<file path="src/rtl/jstk_poller.sv">
`timescale 1ns / 1ps
// jstk_poller
//
// Shares one 40-bit SPI master between the two PmodJSTK joysticks of the Pong
// design. After an idle gap it triggers a transfer to one joystick, routes the
// master's chip-select to that device, sends the player's LED command and
// unpacks the returned bytes into registered X/Y/button outputs. Slots alternate
// 0,1,0,1 after every completed or aborted transfer. A watchdog aborts transfers
// the master never finishes.
//
// Ports
//   clk            50 MHz clock, all state on its rising edge
//   rst_n          asynchronous active-low reset
//   enable         polling allowed; low blocks new transfers
//   led1, led2     LED command bits for joystick 1 / joystick 2
//   spi_trigger    transfer request to the SPI master
//   spi_out_bytes  command word for the SPI master
//   spi_cs         master's active-low chip-select (asynchronous to clk)
//   spi_in_bytes   bytes received by the master, first byte in [39:32]
//   jstk_cs_n      per-joystick chip-selects, active low, bit 0 = player 1
//   p1_*, p2_*     unpacked position/buttons per player
//   p1_valid, p2_valid  one-cycle pulse on capture
//   timeout_err    sticky abort flag per slot

module jstk_poller #(
    parameter int POLL_CYCLES    = 50000,
    parameter int TIMEOUT_CYCLES = 32768
) (
    input  logic        clk,
    input  logic        rst_n,
    input  logic        enable,
    input  logic [1:0]  led1,
    input  logic [1:0]  led2,
    output logic        spi_trigger,
    output logic [39:0] spi_out_bytes,
    input  logic        spi_cs,
    input  logic [39:0] spi_in_bytes,
    output logic [1:0]  jstk_cs_n,
    output logic [9:0]  p1_x,
    output logic [9:0]  p1_y,
    output logic [2:0]  p1_btn,
    output logic [9:0]  p2_x,
    output logic [9:0]  p2_y,
    output logic [2:0]  p2_btn,
    output logic        p1_valid,
    output logic        p2_valid,
    output logic [1:0]  timeout_err
);

    localparam int POLL_W = (POLL_CYCLES > 1) ? $clog2(POLL_CYCLES) : 1;
    localparam logic [POLL_W-1:0] POLL_TC = POLL_W'(POLL_CYCLES - 1);
    localparam logic [15:0] TO_TC = 16'(TIMEOUT_CYCLES - 1);

    localparam logic [1:0] StIdle = 2'd0;
    localparam logic [1:0] StArm  = 2'd1;
    localparam logic [1:0] StBusy = 2'd2;

    localparam logic [9:0] CENTER = 10'd512;

    logic              cs_meta, cs_s;
    logic [1:0]        state_q, state_d;
    logic              slot_q;
    logic [POLL_W-1:0] poll_ctr_q, poll_ctr_d;
    logic [15:0]       to_ctr_q;
    logic              trigger_q;
    logic [39:0]       out_bytes_q;
    logic [9:0]        p1_x_q, p1_y_q, p2_x_q, p2_y_q;
    logic [2:0]        p1_btn_q, p2_btn_q;
    logic              p1_valid_q, p2_valid_q;
    logic [1:0]        err_q;

    logic start, go_busy, done, abort;
    logic poll_tc, to_tc, in_xfer;

    logic [9:0] rx_x, rx_y;
    logic [2:0] rx_btn;
    logic       unused_in;

    // Byte layout from the PmodJSTK: X low, X high, Y low, Y high, buttons.
    assign rx_x      = {spi_in_bytes[25:24], spi_in_bytes[39:32]};
    assign rx_y      = {spi_in_bytes[9:8], spi_in_bytes[23:16]};
    assign rx_btn    = spi_in_bytes[2:0];
    assign unused_in = ^{spi_in_bytes[31:26], spi_in_bytes[15:10], spi_in_bytes[7:3]};

    // Synchronizer resets to "master idle" so a busy master after reset is only
    // seen once the real level has propagated through both flops.
    always_ff @(posedge clk or negedge rst_n) begin
        if (!rst_n) begin
            cs_meta <= 1'b1;
            cs_s    <= 1'b1;
        end else begin
            cs_meta <= spi_cs;
            cs_s    <= cs_meta;
        end
    end

    assign poll_tc = (poll_ctr_q == POLL_TC);
    assign to_tc   = (to_ctr_q == TO_TC);
    assign in_xfer = (state_q == StArm) || (state_q == StBusy);

    always_comb begin
        state_d = state_q;
        start   = 1'b0;
        go_busy = 1'b0;
        done    = 1'b0;
        abort   = 1'b0;
        unique case (state_q)
            StIdle: begin
                if (enable && poll_tc && cs_s) begin
                    start   = 1'b1;
                    state_d = StArm;
                end
            end
            StArm: begin
                if (to_tc) begin
                    abort   = 1'b1;
                    state_d = StIdle;
                end else if (!cs_s) begin
                    go_busy = 1'b1;
                    state_d = StBusy;
                end
            end
            StBusy: begin
                // A completion seen on the watchdog's last cycle still counts.
                if (cs_s) begin
                    done    = 1'b1;
                    state_d = StIdle;
                end else if (to_tc) begin
                    abort   = 1'b1;
                    state_d = StIdle;
                end
            end
            default: state_d = StIdle;
        endcase
    end

    // Poll counter holds at terminal count while the master is still busy.
    always_comb begin
        poll_ctr_d = poll_ctr_q;
        if (state_q != StIdle || !enable || start) begin
            poll_ctr_d = '0;
        end else if (!poll_tc) begin
            poll_ctr_d = poll_ctr_q + POLL_W'(1);
        end
    end

    always_ff @(posedge clk or negedge rst_n) begin
        if (!rst_n) begin
            state_q     <= StIdle;
            slot_q      <= 1'b0;
            poll_ctr_q  <= '0;
            to_ctr_q    <= '0;
            trigger_q   <= 1'b0;
            out_bytes_q <= '0;
        end else begin
            state_q    <= state_d;
            poll_ctr_q <= poll_ctr_d;

            if (start) begin
                to_ctr_q <= '0;
            end else if (in_xfer) begin
                to_ctr_q <= to_ctr_q + 16'd1;
            end

            if (start) begin
                trigger_q <= 1'b1;
            end else if (go_busy || abort) begin
                trigger_q <= 1'b0;
            end

            if (start) begin
                out_bytes_q <= {6'b100000, (slot_q ? led2 : led1), 32'h0};
            end

            if (done || abort) begin
                slot_q <= ~slot_q;
            end
        end
    end

    always_ff @(posedge clk or negedge rst_n) begin
        if (!rst_n) begin
            p1_x_q     <= CENTER;
            p1_y_q     <= CENTER;
            p1_btn_q   <= '0;
            p2_x_q     <= CENTER;
            p2_y_q     <= CENTER;
            p2_btn_q   <= '0;
            p1_valid_q <= 1'b0;
            p2_valid_q <= 1'b0;
            err_q      <= 2'b00;
        end else begin
            p1_valid_q <= done && !slot_q;
            p2_valid_q <= done && slot_q;

            if (done && !slot_q) begin
                p1_x_q   <= rx_x;
                p1_y_q   <= rx_y;
                p1_btn_q <= rx_btn;
            end
            if (done && slot_q) begin
                p2_x_q   <= rx_x;
                p2_y_q   <= rx_y;
                p2_btn_q <= rx_btn;
            end

            if (abort) begin
                err_q[slot_q] <= 1'b1;
            end else if (done) begin
                err_q[slot_q] <= 1'b0;
            end
        end
    end

    // Raw chip-select is routed combinationally so the joystick sees the
    // master's own timing; idle and reset keep both devices deselected.
    always_comb begin
        jstk_cs_n = 2'b11;
        if (in_xfer) begin
            jstk_cs_n[slot_q] = spi_cs;
        end
    end

    assign spi_trigger   = trigger_q;
    assign spi_out_bytes = out_bytes_q;
    assign p1_x          = p1_x_q;
    assign p1_y          = p1_y_q;
    assign p1_btn        = p1_btn_q;
    assign p2_x          = p2_x_q;
    assign p2_y          = p2_y_q;
    assign p2_btn        = p2_btn_q;
    assign p1_valid      = p1_valid_q;
    assign p2_valid      = p2_valid_q;
    assign timeout_err   = err_q;

endmodule

</file>
<file path="config.mk">
export PLATFORM = sky130hd
export DESIGN_NAME = jstk_poller
export DESIGN_NICKNAME = d
export VERILOG_FILES = /design/src/rtl/jstk_poller.sv
export SDC_FILE = /design/constraint.sdc
export NUM_CORES = 1
export LEC_CHECK = 0
export CORE_MARGIN = 3
export CORE_UTILIZATION = 46
export DETAILED_ROUTE_END_ITERATION = 8
export GPL_TIMING_DRIVEN = 1
export MAX_ROUTING_LAYER = met4
export PLACE_DENSITY = 0.77
export SLEW_MARGIN = 20
export SYNTH_ARGS = -nofsm -noshare
export SYNTH_HDL_FRONTEND = slang
export SYNTH_SLANG_ARGS = --single-unit
export TNS_END_PERCENT = 100
</file>
<file path="constraint.sdc">
create_clock -name clk -period 2.3 [get_ports clk]
set_input_delay 0.46 -clock clk [delete_from_list [all_inputs] [get_ports clk]]
set_output_delay 0.46 -clock clk [all_outputs]
set_load 0.1 [all_outputs]
</file>
# Yosys cells after proc, flatten, opt, wreduce, memory -nomap -nowiden

Cells that the tools add are included.

Bits of input ports: 48
Register bits after elaboration: 91

Eq/ne operators: 8
Multiplexer cells: 28
Add/sub/neg operators: 2
Reductions and logical operators: 18
Bitwise gates (word level): 5
Magnitude comparators: 2

Operators by type and width:

| cell                                                                     | number |
|---|---|
| 16-bit two-way mux                                                       | 4 |
| 16-bit by 1-bit adder with 16-bit output (second input constant)         | 2 |
| 2-bit two-way mux                                                        | 9 |
| 16-bit by 15-bit equality test with 1-bit output (second input constant) | 1 |
| 16-bit equality test (second input constant)                             | 1 |
| 1-bit two-way mux                                                        | 12 |
| 2-bit nonzero test                                                       | 4 |
| 3-bit != test (second input constant)                                    | 2 |
| 2-bit case mux with 3 select lines                                       | 1 |
| 1-bit logical AND                                                        | 5 |
| 1-bit logical OR                                                         | 5 |
| 2-bit bitwise OR                                                         | 2 |
| 3-bit AND reduction                                                      | 1 |
| 2-bit AND                                                                | 1 |
| 2-bit by 1-bit equality test with 1-bit output (second input constant)   | 1 |
| 2-bit equality test (second input constant)                              | 1 |
| 1-bit zero test                                                          | 2 |
| 2-bit zero test                                                          | 1 |
| 1-bit by 2-bit < comparator with 1-bit output (second input constant)    | 1 |
| 2-bit by 1-bit != test with 1-bit output (second input constant)         | 1 |
| 2-bit != test (second input constant)                                    | 1 |
| 2-bit inverter                                                           | 1 |
| 1-bit case mux with 2 select lines                                       | 1 |
| 1-bit demux with 1-bit select                                            | 1 |
| 2 further kinds                                                          | 2 |

# Depth between registers and ports, before layout

Gate-level depths: netlist of the first run.

Word-level depth: 8
Gate-level depth with buffers: 8
Gate-level depth less buffers: 6

# Worst setup path before layout of the first run

OpenSTA, ideal clock, no wires.

Kind: flip-flop to output port
Start point: reg state_q[1]
End point: out jstk_cs_n[0]
Data arrival time: 1.595 ns
Required time: 1.840 ns
Stages on the path, launching flop included: 5
Buffers on the path: 1
Setup slack: 0.245 ns
Path through: dfrtp_1 -> inv_1 -> ha_1 -> buf_2 -> nand3b_1

Longest elaborated chain between the ends: 3
Elaborated cells between the ends (all ways): 4

RTL lines:

| what                                                                                  | RTL line | source |
|---|---|---|
| start: declaration                                                                    | 61       | `logic [1:0] state_q, state_d;` |
| start signal: assignment                                                              | 149      | `state_q <= StIdle;` |
| start signal: assignment                                                              | 156      | `state_q <= state_d;` |
| 2-bit by 1-bit equality test with 1-bit output or 2-bit equality test (tied branches) | 99       | `assign in_xfer = (state_q == StArm) \|\| (state_q == StBusy);` |
| 1-bit logical OR (*)                                                                  | 99       |  |
| 2-bit two-way mux (*)                                                                 | 219      | `if (in_xfer) begin` |
| end: declaration                                                                      | 38       | `output logic [1:0] jstk_cs_n,` |

Mark *: on every way between the ends. The rest lies on a longest branch, timed or not.

# Worst setup path in the final report of the first run

Same ends and word-level chain as after synthesis.

==> PnR_summary.wiki, run 1 <==
{| class="wikitable"
! Metric !! Value
|-
| Outcome || complete, no violations
|-
| Antenna violations before repair || 0
|-
| Sort of element at the end of the critical path || output pin
|-
| Main flop type after synthesis || sky130_fd_sc_hd__dfrtp_1
|-
| Data arrival time of the critical path || 1.66 ns
|-
| Most area-consuming cells after synthesis || sky130_fd_sc_hd__dfrtp_1 (49%), sky130_fd_sc_hd__mux2_2 (13%), sky130_fd_sc_hd__buf_4 (6.4%), sky130_fd_sc_hd__dfstp_2 (3.7%), sky130_fd_sc_hd__nor2_1 (2.9%)
|-
| Worst r2r path cells || 6
|-
| Clock tree from TritonCTS || done
|-
| Worst-case clock buffer depth || 2
|-
| R2R Path End || to_ctr_q[15]
|-
| Initial core utilization || about half
|-
| RSZ-0062 raised after global routing || false
|-
| Summed negative setup slack over all endpoints || 0 ns
|-
| FF/Latch Area || 2285 sq um
|-
| Via count || approximately 2900
|-
| Signed area change from the synthesized netlist to the final layout || 21.36%
|-
| Critical Setup Path Class || reg2out
|-
| DRC viols || 0
|-
| Via count of the first global-routing pass || 2854
|-
| CTS Root Cell || sky130_fd_sc_hd__clkbuf_8
|-
| Pin slew with the least headroom to its limit || between 0.5 and 0.6 ns
|-
| Nets@finish || between 500 and 600
|-
| Final routed wirelength across all metal layers || roughly 8.3 mm
|-
| Final Max Slew Viols || 0
|-
| Clk slew on worst S/H paths || approximately 0.09 ns
|-
| Netlist area before placement || 4318 sq um
|-
| Dominant cell type by area after synthesis || sky130_fd_sc_hd__dfrtp_1
|-
| Sequential fraction of the synthesis area || between 50% and 60%
|-
| Remaining antenna violation count || 0
|-
| Die area || ~11000 sq um
|-
| Number of post-CTS setup repair buffers || 0
|-
| Synthesized instance count || approximately 360
|-
| DRC marker count from the first detailed-route iteration || roughly 120
|-
| First-pass GRT wire length || 13.46 mm
|-
| Worst r2r src || state_q[1]
|-
| Area of the placeable core || between 8000 and 9000 sq um
|-
| Die outline width || 102.9 um
|-
| Share of cells above drive strength 1 || 31.80%
|-
| Area used by multi-input combinational logic || approximately 1800 sq um
|-
| Number of flops mapped to enable cells by yosys || 0
|-
| Number of fillers in the final layout || 732
|-
| Crit path required time || 1.84 ns
|-
| Hold Crit Class || in2async
|-
| Post-route cell area || about 5200 sq um
|-
| Placer's final routability congestion estimate || a little under 0.8
|-
| CTS Hold Bufs || 0
|-
| Part of the cycle the worst path needs || slightly above 90%
|-
| Top library cells by usage in the layout, fill and taps aside || sky130_fd_sc_hd__dfrtp_1 (85), sky130_fd_sc_hd__buf_4 (62), sky130_fd_sc_hd__mux2_2 (49)
|-
| Total half-perimeter wirelength after legalization and detailed placement || ~6 mm
|-
| Number of buffers inserted during clock tree synthesis || 9
|-
| Placed inst area || ~5000 sq um
|-
| Yosys top cell area share || 49.26%
|-
| Post-synth cell types || 51
|-
| Minimum period implied by the final worst setup slack || 2.124 ns
|-
| FFs w/ async S/R, synth || 100.0%
|-
| Number of vias per cell after detailed routing || 5.154
|-
| Rel. slew slack || 61.22%
|-
| Count of H-tree levels built during CTS || 3
|-
| Maximum clock rate || 0.4708 GHz
|-
| Nature of the critical path startpoint || register
|-
| Drt first pass iters || 4
|-
| Pin count of the biggest net entering global routing || 47
|-
| Final Hold Violating Endpoints || 0
|-
| Total number of clock tree sinks || 91
|-
| Count of state elements after synthesis || 91
|-
| Total global-route track usage || 16.64%
|-
| Port Buffers || 86
|-
| Worst Skew || between 0.008 and 0.009 ns
|-
| N_diodes || 0
|-
| MaxCap Viol Count || 0
|-
| Worst skew pair latency || about 0.36 ns
|-
| Maximum fanout along the worst path || 7
|-
| Avg Cell Area, Syn || approximately 12 sq um
|-
| Standard-cell row count || 34
|-
| Warnings from Yosys || 0
|-
| Chip Height || 102.9 um
|-
| Worst reg2reg setup slack || roughly 0.27 ns
|-
| Final-report setup violation count || 0
|-
| Top-level port count || between 100 and 150
|-
| DR WL/cell || between 10 and 15 um
|-
| Most common library cell in the layout ignoring fill and taps || sky130_fd_sc_hd__dfrtp_1
|-
| CTS-repair resized insts || 0
|-
| Congestion Overflow GR || 0
|}
==> logic make-up after synthesis <==
| kind of cell | share of synthesized area (%) |
|---|---|
| AO/OA/AOI/OAI | 2.927 |
| XOR/XNOR | 4.868 |
| adder cells (fa/ha/maj) | 1.449 |
| buffers and inverters | 9.070 |
| flip-flops | 52.91 |
| multiplexers | 13.59 |
| other | 0.08685 |
| AND/OR/NAND/NOR | 15.10 |
==> worst max path at each step <==
stage / from / to / slack, ns / cells after the start
2_1_floorplan: state_q[1] / jstk_cs_n[0] / 0.24 / 4
3_3_place_gp: enable / spi_out_bytes[32] / 0.35 / 3
3_5_place_dp: poll_ctr_q[0] / spi_out_bytes[32] / 0.30 / 5
4_1_cts: state_q[1] / jstk_cs_n[0] / 0.17 / 4
5_1_grt: state_q[1] / jstk_cs_n[0] / 0.07 / 4
6_report: state_q[1] / jstk_cs_n[0] / 0.18 / 4
==> cell usage after synthesis, types with 2 or more instances <==
| cell type | number |
|---|---|
| sky130_fd_sc_hd__a21oi_1 | 8 |
| sky130_fd_sc_hd__a2bb2oi_1 | 2 |
| sky130_fd_sc_hd__and3_1 | 5 |
| sky130_fd_sc_hd__and4_1 | 4 |
| sky130_fd_sc_hd__and4b_1 | 3 |
| sky130_fd_sc_hd__buf_2 | 10 |
| sky130_fd_sc_hd__buf_4 | 37 |
| sky130_fd_sc_hd__buf_6 | 2 |
| sky130_fd_sc_hd__dfrtp_1 | 85 |
| sky130_fd_sc_hd__dfstp_2 | 6 |
| sky130_fd_sc_hd__ha_1 | 5 |
| sky130_fd_sc_hd__inv_1 | 6 |
| sky130_fd_sc_hd__mux2_2 | 49 |
| sky130_fd_sc_hd__mux2i_1 | 2 |
| sky130_fd_sc_hd__nand2_1 | 11 |
| sky130_fd_sc_hd__nand3_1 | 13 |
| sky130_fd_sc_hd__nand3b_1 | 2 |
| sky130_fd_sc_hd__nand4_1 | 9 |
| sky130_fd_sc_hd__nor2_1 | 33 |
| sky130_fd_sc_hd__nor2b_1 | 2 |
| sky130_fd_sc_hd__nor3_1 | 8 |
| sky130_fd_sc_hd__nor4_1 | 3 |
| sky130_fd_sc_hd__o21ai_0 | 5 |
| sky130_fd_sc_hd__or3_1 | 3 |
| sky130_fd_sc_hd__xnor2_1 | 13 |
| sky130_fd_sc_hd__xor2_1 | 11 |
==> layout make-up <==
cell class,count,area share (%)
clock buffers,11,2.698
clock inverters,5,1.600
inverters,6,0.4298
multi-input cells,250,33.91
flip-flops and latches,91,43.60
well taps,108,2.579
repair buffers,93,15.19
==> per-stage QoR <==
step                      util [%]  worst slack [ns]  hold slack, ns  std cells
after CTS                    58.66            0.1658         0.09994        564
after global placement       56.13            0.3479          0.3501        548
final                        58.66            0.1759         0.09114        564
after detailed placement     56.13            0.2995          0.3498        548
after global routing         58.66           0.07144          0.1182        564
after floorplan                  -            0.2449          0.1644        398
==> worst max-delay path, stage by stage (launching register included) <==
cell and delay [ns]:
sky130_fd_sc_hd__dfrtp_1 0.40, sky130_fd_sc_hd__inv_1 0.08, sky130_fd_sc_hd__ha_1 0.45, sky130_fd_sc_hd__nand3b_1 0.18, sky130_fd_sc_hd__buf_12 0.20
==> routing by layer <==
layer  routed length, um  part of all wire, %  track usage, %  vias to the layer above
met3                 475                  5.7           3.586                        7
li1                    -                    -               -                     1360
met1                3683                   44           20.94                     1450
met4                 131                  1.6           6.773                        0
met5                   0                    0               -                        -
met2                4032                   48           26.20                       90
==> sequential cells by signal (all words and copies together), names as in the netlist, named ones only <==
signal,count
state_q,2
cs_s,1
spi_out_bytes,3
p1_btn,3
p2_x,10
p1_valid,1
spi_trigger,1
p2_btn,3
cs_meta,1
poll_ctr_q,16
p1_y,10
p2_y,10
slot_q,1
to_ctr_q,16
p1_x,10
p2_valid,1
Power of run 1 is left out: the tool's default activity adds up to more than one toggle a clock period on the data nets, which glitch-free logic cannot reach.
==> run 2, diff against run 1 <==
- REMOVE_ABC_BUFFERS: default -> 1
==> run 2 against run 1 <==
Compared with the run above:
- non-clock buffer count fell by 3
- via count is 0.79% lower
- clock skew rose by 0.0070 ns
- fmax is 0.37% higher
- critical path depth unchanged
- cell count fell by 0.53%
- sequential cell count stayed put
- sequential share of layout area is 0.36 points higher
- die area is the same
==> PnR_summary.wiki, run 2 (synthesized netlist as in run 1, its figures left out) <==
{| class="wikitable"
! Metric !! Value
|-
| Standard-cell row count || 34 (unchanged)
|-
| Via count of the first global-routing pass || 2731 (-4.3%)
|-
| Crit path required time || 1.84 ns (about the same)
|-
| Summed negative setup slack over all endpoints || 0 ns (unchanged)
|-
| Critical Setup Path Class || reg2out
|-
| Share of cells above drive strength 1 || 31.13% (-0.67 points)
|-
| MaxCap Viol Count || 0 (unchanged)
|-
| Pin count of the biggest net entering global routing || 55 (+17%)
|-
| CTS Root Cell || sky130_fd_sc_hd__clkbuf_8
|-
| Antenna violations before repair || 0 (unchanged)
|-
| Remaining antenna violation count || 0 (unchanged)
|-
| Die outline width || 102.9 um (unchanged)
|-
| Count of H-tree levels built during CTS || 3 (unchanged)
|-
| RSZ-0062 raised after global routing || false
|-
| Worst Skew || 0.01596 ns (+0.007002 ns)
|-
| First-pass GRT wire length || 13.03 mm (-3.2%)
|-
| Die area || 10590 sq um (unchanged)
|-
| Final routed wirelength across all metal layers || 8.072 mm (-3.0%)
|-
| Final Max Slew Viols || 0 (unchanged)
|-
| Number of buffers inserted during clock tree synthesis || 9 (unchanged)
|-
| Clock tree from TritonCTS || done
|-
| Worst-case clock buffer depth || 2 (unchanged)
|-
| Port Buffers || 86 (unchanged)
|-
| Maximum clock rate || 0.4725 GHz (+0.37%)
|-
| Chip Height || 102.9 um (unchanged)
|-
| Placer's final routability congestion estimate || 0.8776 (+11%)
|-
| Worst skew pair latency || 0.35 ns (about the same)
|-
| DR WL/cell || 14.39 um (-2.5%)
|-
| Via count || 2884 (-0.79%)
|-
| Number of post-CTS setup repair buffers || 0 (unchanged)
|-
| Total half-perimeter wirelength after legalization and detailed placement || 5.865 mm (-2.2%)
|-
| N_diodes || 0 (unchanged)
|-
| Drt first pass iters || 4 (unchanged)
|-
| Top-level port count || 141 (unchanged)
|-
| CTS-repair resized insts || 0 (unchanged)
|-
| Initial core utilization || 48.33% (unchanged)
|-
| Largest regs || poll_ctr_q (16), to_ctr_q (16)
|-
| Maximum fanout along the worst path || 7 (unchanged)
|-
| Area of the placeable core || 8934 sq um (unchanged)
|-
| Total global-route track usage || 15.98% (-0.66 points)
|-
| Signed area change from the synthesized netlist to the final layout || 20.37%
|-
| Congestion Overflow GR || 0 (unchanged)
|-
| DRC viols || 0 (unchanged)
|-
| Worst r2r src || state_q[1]
|-
| Nature of the critical path startpoint || register
|-
| Data arrival time of the critical path || 1.66 ns (about the same)
|-
| Final-report setup violation count || 0 (unchanged)
|-
| Total number of clock tree sinks || 91 (unchanged)
|-
| Clk slew on worst S/H paths || 0.09 ns (about the same)
|-
| Worst setup startpoint || state_q[1]
|-
| Nets@finish || 501 (-0.60%)
|-
| Most common library cell in the layout ignoring fill and taps || sky130_fd_sc_hd__dfrtp_1
|-
| Top library cells by usage in the layout, fill and taps aside || sky130_fd_sc_hd__dfrtp_1 (85), sky130_fd_sc_hd__buf_4 (58), sky130_fd_sc_hd__mux2_2 (49)
|-
| Outcome || complete, no violations
|-
| DRC marker count from the first detailed-route iteration || 89 (-25%)
|-
| Hold Crit Class || in2async
|-
| Part of the cycle the worst path needs || 92.02% (-0.34 points)
|-
| Final Hold Violating Endpoints || 0 (unchanged)
|-
| Number of vias per cell after detailed routing || 5.141 (-0.26%)
|-
| CTS Hold Bufs || 0 (unchanged)
|-
| Sort of element at the end of the critical path || output pin
|-
| Minimum period implied by the final worst setup slack || 2.116 ns (-0.007726 ns)
|}
==> run 2: cell types whose count changed in the layout (fill, tap and decap cells not counted) <==
cell / change
sky130_fd_sc_hd__buf_12: +1
sky130_fd_sc_hd__buf_4: -4
sky130_fd_sc_hd__bufinv_16: -1
sky130_fd_sc_hd__clkbuf_1: +1
sky130_fd_sc_hd__clkbuf_8: -1
sky130_fd_sc_hd__clkinvlp_4: +1
==> run 2: through the flow <==
stage          worst slack [ns]  util (%)  cells  instance area, sq um  hold slack, ns
5_1_grt                 0.07385     58.18    561                  5197         0.08874
6_report                 0.1836     58.18    561                  5197         0.05520
3_3_place_gp             0.3532     56.02    545                  5005          0.3473
2_1_floorplan            0.2716         -    347                  4084          0.1644
4_1_cts                  0.1669     58.18    561                  5197         0.07100
3_5_place_dp             0.2929     56.02    545                  5005          0.3530
==> run 2: worst paths after layout <==
check                                     to  slack (ns)  depth (start not counted)
max in group asynchronous            p2_y[9]        1.54                          2
hold / removal             spi_out_bytes[32]        0.06                          1
hold reg to reg                         cs_s        0.37                          0
min in group clk                        cs_s        0.37                          0
setup reg to reg                to_ctr_q[15]        0.27                          6
setup / recovery                jstk_cs_n[0]        0.18                          4
==> run 2: layout make-up <==
class | instances | area, sq um
Fill cell | 743 | 3736
Sequential cell | 91 | 2285
Timing Repair Buffer | 90 | 785.8
Multi-Input combinational cell | 250 | 1777
Clock inverter | 5 | 61.31
Clock buffer | 11 | 131.4
Inverter | 6 | 22.52
Tap cell | 108 | 135.1
==> run 2: per-layer routing <==
metal	part of all wire, %	wire, um	vias up	GRT usage, %
met2	48	3873	95	25.46
met1	44	3580	1424	20.32
li1	-	-	1356	-
met5	0	0	-	-
met3	6.5	522	9	3.857
met4	1.2	95	0	4.781
==> run 2: worst max-delay path, stage by stage (launching register included) <==
cell	delay (ns)
sky130_fd_sc_hd__dfrtp_1	0.40
sky130_fd_sc_hd__inv_1	0.08
sky130_fd_sc_hd__ha_1	0.44
sky130_fd_sc_hd__nand3b_1	0.18
sky130_fd_sc_hd__buf_12	0.20
Power of run 2 is left out for the same reason.
==> run 3, diff against run 2 <==
- SKIP_LAST_GASP: default -> 1
==> results of run 3 <==
Final layout, timing and power as in run 2 (identical DEF).
Power of run 3 is left out for the same reason.
